--- src/rtl/rx_param.sv ---
// Parametrised asynchronous serial receiver (start/data/[parity]/stop, LSB first)
// with a ready/ack word handshake. Parity checking is compiled in by `define RX_PARITY_EN.
module rx_param #(
  parameter int DATA_W       = 8,
  parameter int CLKS_PER_BIT = 8,
  parameter int STOP_BITS    = 1,
  parameter int SYNC_STAGES  = 2,
  parameter int PARITY_ODD   = 0
) (
  input  logic              clk,
  input  logic              rst,
  input  logic              rx_si,
  input  logic              rx_data_ack,
  output logic [DATA_W-1:0] rx_po,
  output logic              rx_busy,
  output logic              rx_ready,
  output logic              rx_error,
  output logic              rx_overrun,
  output logic              rx_parity_err
);

  localparam int CNT_W = $clog2(CLKS_PER_BIT);
  localparam int IDX_W = $clog2(DATA_W);

  localparam logic [CNT_W-1:0] MID_START = CNT_W'(CLKS_PER_BIT / 2 - 1);
  localparam logic [CNT_W-1:0] MID_BIT   = CNT_W'(CLKS_PER_BIT - 1);
  localparam logic [IDX_W-1:0] LAST_DATA = IDX_W'(DATA_W - 1);
  localparam logic [IDX_W-1:0] LAST_STOP = IDX_W'(STOP_BITS - 1);
  localparam logic             ODD_SENSE = (PARITY_ODD != 0);

  typedef enum logic [2:0] {
    S_IDLE,
    S_START,
    S_DATA,
    S_PARITY,
    S_STOP,
    S_WAIT_HIGH
  } state_t;

  state_t            state;
  logic [CNT_W-1:0]  cnt;
  logic [IDX_W-1:0]  idx;
  logic [DATA_W-1:0] shreg;
  logic              frame_err;
  logic              frame_perr;
  logic              rx_s;
  logic              at_mid;
  logic              done;
  logic              done_ferr;

  // Synchroniser presets to idle-high so reset never looks like a start bit.
  logic [SYNC_STAGES-1:0] sync_q;

  always_ff @(posedge clk or posedge rst) begin
    if (rst) begin
      sync_q <= '1;
    end else begin
      sync_q <= {sync_q[SYNC_STAGES-2:0], rx_si};
    end
  end

  assign rx_s = sync_q[SYNC_STAGES-1];

  always_comb begin
    at_mid    = (state == S_START) ? (cnt == MID_START) : (cnt == MID_BIT);
    done      = (state == S_STOP) && at_mid && (idx == LAST_STOP);
    done_ferr = frame_err | ~rx_s;
  end

`ifdef RX_PARITY_EN
  logic par_acc;
`else
  assign frame_perr = 1'b0 & ODD_SENSE;
`endif

  always_ff @(posedge clk or posedge rst) begin
    if (rst) begin
      state     <= S_IDLE;
      cnt       <= '0;
      idx       <= '0;
      shreg     <= '0;
      frame_err <= 1'b0;
      rx_busy   <= 1'b0;
`ifdef RX_PARITY_EN
      par_acc    <= 1'b0;
      frame_perr <= 1'b0;
`endif
    end else begin
      case (state)
        S_IDLE: begin
          cnt     <= '0;
          idx     <= '0;
          rx_busy <= 1'b0;
          if (!rx_s) begin
            state     <= S_START;
            rx_busy   <= 1'b1;
            frame_err <= 1'b0;
`ifdef RX_PARITY_EN
            par_acc    <= 1'b0;
            frame_perr <= 1'b0;
`endif
          end
        end
        S_START: begin
          if (at_mid) begin
            cnt <= '0;
            idx <= '0;
            // A start bit that is high again at its centre was only a glitch.
            if (rx_s) begin
              state   <= S_IDLE;
              rx_busy <= 1'b0;
            end else begin
              state <= S_DATA;
            end
          end else begin
            cnt <= cnt + 1'b1;
          end
        end
        S_DATA: begin
          if (at_mid) begin
            cnt   <= '0;
            shreg <= {rx_s, shreg[DATA_W-1:1]};
`ifdef RX_PARITY_EN
            par_acc <= par_acc ^ rx_s;
`endif
            if (idx == LAST_DATA) begin
              idx <= '0;
`ifdef RX_PARITY_EN
              state <= S_PARITY;
`else
              state <= S_STOP;
`endif
            end else begin
              idx <= idx + 1'b1;
            end
          end else begin
            cnt <= cnt + 1'b1;
          end
        end
`ifdef RX_PARITY_EN
        S_PARITY: begin
          if (at_mid) begin
            cnt        <= '0;
            idx        <= '0;
            frame_perr <= par_acc ^ rx_s ^ ODD_SENSE;
            state      <= S_STOP;
          end else begin
            cnt <= cnt + 1'b1;
          end
        end
`endif
        S_STOP: begin
          if (at_mid) begin
            cnt <= '0;
            if (!rx_s) begin
              frame_err <= 1'b1;
            end
            if (idx == LAST_STOP) begin
              idx <= '0;
              // A low last stop (break) must rise before a new start is accepted.
              state   <= rx_s ? S_IDLE : S_WAIT_HIGH;
              rx_busy <= ~rx_s;
            end else begin
              idx <= idx + 1'b1;
            end
          end else begin
            cnt <= cnt + 1'b1;
          end
        end
        S_WAIT_HIGH: begin
          cnt <= '0;
          if (rx_s) begin
            state   <= S_IDLE;
            rx_busy <= 1'b0;
          end
        end
        default: begin
          state   <= S_IDLE;
          cnt     <= '0;
          idx     <= '0;
          rx_busy <= 1'b0;
        end
      endcase
    end
  end

  // Handshake: rx_ready rises with a new word in rx_po and holds until an edge
  // with rx_data_ack=1, which consumes that word; ack with rx_ready=0 is ignored.
  // A word completing while the old one is unconsumed is dropped and flagged.
  always_ff @(posedge clk or posedge rst) begin
    if (rst) begin
      rx_po         <= '0;
      rx_ready      <= 1'b0;
      rx_error      <= 1'b0;
      rx_overrun    <= 1'b0;
      rx_parity_err <= 1'b0;
    end else if (done) begin
      if (!rx_ready || rx_data_ack) begin
        rx_po         <= shreg;
        rx_ready      <= 1'b1;
        rx_error      <= done_ferr;
        rx_parity_err <= frame_perr;
        rx_overrun    <= 1'b0;
      end else begin
        rx_overrun <= 1'b1;
      end
    end else if (rx_data_ack && rx_ready) begin
      rx_ready      <= 1'b0;
      rx_error      <= 1'b0;
      rx_parity_err <= 1'b0;
      rx_overrun    <= 1'b0;
    end
  end

endmodule

--- config.mk ---
export PLATFORM = sky130hd
export DESIGN_NAME = rx_param
export DESIGN_NICKNAME = d
export VERILOG_FILES = /design/src/rtl/rx_param.sv
export SDC_FILE = /design/constraint.sdc
export NUM_CORES = 1
export LEC_CHECK = 0
export BUFFER_PORTS_ARGS = -buffer_cell sky130_fd_sc_hd__buf_2
export CAP_MARGIN = 20
export CORE_MARGIN = 2
export CORE_UTILIZATION = 35
export CTS_CLUSTER_DIAMETER = 40
export DETAILED_ROUTE_END_ITERATION = 10
export GPL_ROUTABILITY_DRIVEN = 0
export SLEW_MARGIN = 20
export SYNTH_ARGS = -nofsm -noshare
export SYNTH_HDL_FRONTEND = slang
export SYNTH_SLANG_ARGS = --single-unit
--- constraint.sdc ---
create_clock -name clk -period 1.65 [get_ports clk]
set_clock_uncertainty 0.1 [all_clocks]
set_input_delay 0.2475 -clock clk [delete_from_list [all_inputs] [get_ports clk]]
set_output_delay 0.2475 -clock clk [all_outputs]
set_load 0.01 [all_outputs]
==> metrics.cfg <==
[finish]
final_util_pct=50.4
drive_above_1_share_pct=53.0
n_antenna_cell=0
final_nets=173
syn_to_final_growth_pct=35.7

[critical_path]
required_ns=1.72
cp_top_family=simple AND/OR/NAND/NOR gates
critPathMaxStageDelay_ns=0.39
cp_slowest_cell=dfrtp_1
cp_cell_sequence=ha_4 -> nand3b_4 -> nor4b_4 -> nand2_4 -> buf_6 -> mux2_4
cp_max_fo=5
crit_path_start_kind=flip-flop
cp.arrival_ns=1.83
critPathBufInv=1
crit_type=flip-flop to flip-flop
crit_path_end_kind=flip-flop

[synthesis]
synth_top_area_cell=dfrtp_1
seq_area_frac_synth_pct=53.0
synth_top_area_share_pct=49.5
muxShareOfSynthArea_pct=14.8
syn_area_sq_um=1520
ys.flop_type=dfrtp_1
synth_top_family_by_area=multiplexers
synthArstFlopShare_pct=100
yosysWarnings=0
synth.distinct_cells=38
synth_adder_area_share_pct=3.30
synthCells=127
synth_edf_count=0
synth_common_cells=dfrtp_1 (30), mux2_2 (19), nor2_1 (10)
synth-simple-area-share_pct=13.6
ys_ff_latch=32
synth_area_leaders=dfrtp_1 (50%), mux2_2 (14%), dfstp_2 (3.5%), ha_1 (3.3%), nor2_1 (2.5%)
postSynthAreaPerCell_sq_um=11.9
synth_xor_area_share_pct=0.578
synth_nets=135
synth_compound_area_share_pct=10.8
yosysMostFrequentCell=dfrtp_1

[timing]
finalCritPeriodShare_pct=107
setup_tns_ns=-0.888
maxSlewViolCount=0
fmax_mhz=568
hold_slack_ns=0.256
period_needed_ns=1.76
finalSetupViolations=14
rsz0062_at_grt=yes
timing.final.ws_setup_ns=-0.112
timing_hold_violations_final=0

[placement]
post-dp-hpwl_mm=2.09
place_ws_ns=-0.0606
portBuffers=15

[pwr]
ir_drop_uv=677
p_leak_nw=1.05
total_power_mw=2.43
power_density_nw_per_um2=1180

[detailed_routing]
drc_errors=0
firstDrtPassIters=4
ant_nets=0
finalWirelength_mm=3.36
drt_iter0_markers=106
vias=1104
wl_per_cell_um=15.5
vias_per_cell=5.11

[grt]
grt_pass1_wl_mm=5.44
grt_pass1_vias=1154
grt_max_degree=33
overflow=0
grt_usage_pct=14.4
antenna_found_initial=0

[floorplanning]
rows=23
pin_count=17
core_sq_um=4090
start_util_pct=37.1
die_h_um=69.8
die_w_um=69.8
die_area_sq_um=4880

[cts]
clk_pin_slew_ns=0.07
cts_tree=built
root_buffer=clkbuf_8
htreeDepth=2
clock_sinks=32
cts_buffers=5
clockBufferDepth=2
clock_latency_ns=0.28

[min_path]
min_path_type=flip-flop to flip-flop

[status]
status=finished, violations left
violations=setup timing

[job]
max-cap-violations=0

-- cell usage in the layout (no fill, tap or decap), types with 3 or more instances in the layout --
| master | n |
|---|---|
| a21oi_2 | 3 |
| buf_2 | 16 |
| buf_4 | 14 |
| buf_6 | 4 |
| clkbuf_8 | 6 |
| dfrtp_1 | 30 |
| inv_1 | 8 |
| mux2_2 | 15 |
| mux2_4 | 4 |
| nand2_1 | 3 |
| nor2_1 | 9 |
| nor2b_1 | 3 |
-- sequential cells by signal, indices dropped and copies added (netlist names) --
register and flops:
rx_busy 1, shreg 8, rx_overrun 1, rx_ready 1, sync_q 2, frame_err 1
rx_po 8, idx 3, state 3, rx_error 1, cnt 3
-- metrics by stage --
step / area [sq um] / std cells
2_1_floorplan: 1530 / 127
3_3_place_gp: 1720 / 198
3_5_place_dp: 1720 / 198
4_1_cts: 2000 / 214
5_1_grt: 2060 / 216
6_report: 2060 / 216
-- layer usage --
layer,up-vias,GRT usage (%),part of all wire [%]
met4,0,4.91,0.48
met3,2,4.80,3.1
met1,559,17.3,43
li1,522,-,-
met2,21,24.1,53
met5,-,0,0
-- cell families (layout without fill, tap and decap cells) --
| logic type | count (synthesis) | count (layout) |
|---|---|---|
| AO/OA/AOI/OAI | 22 | 22 |
| XOR/XNOR | 1 | 1 |
| adder cells (fa/ha/maj) | 4 | 4 |
| buffers and inverters | 13 | 52 |
| flip-flops | 32 | 32 |
| multiplexers | 20 | 20 |
| other | 1 | 1 |
| AND/OR/NAND/NOR | 34 | 34 |
-- worst register-to-register path: stages, from the launching register on --
cell	delay, ns
dfrtp_1	0.39
ha_4	0.18
nand3b_4	0.10
nor4b_4	0.35
nand2_4	0.10
buf_6	0.14
mux2_4	0.28
-- worst paths after layout --
check,start,to,slack (ns),cells past startpoint
worst min-delay path,sync_q[0],sync_q[1],0.26,0
worst min register to register,sync_q[0],sync_q[1],0.26,0
worst max-delay path,cnt[0],rx_po[7],-0.11,6
min in group asynchronous,rst,frame_err,0.49,4
worst max register to register,cnt[0],rx_po[7],-0.11,6
max in group asynchronous,rst,sync_q[1],0.64,4
-- power by group --
| group | total, mW | internal (mW) | switching, mW |
|---|---|---|---|
| Clock | 0.620 | 0.338 | 0.282 |
| Combinational | 0.878 | 0.417 | 0.461 |
| Sequential | 0.933 | 0.856 | 0.0768 |
| Total | 2.43 | 1.61 | 0.819 |
-- layout make-up --
cell class	count	area, sq um
multi-input combinational	82	818
sequential	32	803
fill	370	2030
inverter	8	30.0
clock buffer	7	86.3
tap	50	62.6
clock inverter	1	7.51
timing repair buffer	36	250
-- what timing repair did --
action,in CTS,in global routing
cloned,0,1
hold endpoints to repair,31,0
pin swaps,7,5
endpoints found under the setup margin,16,26
setup buffers,7,2
resized for setup,26,12
hold buffers,2,0
No activity file was read; power rests on OpenSTA's default activity.
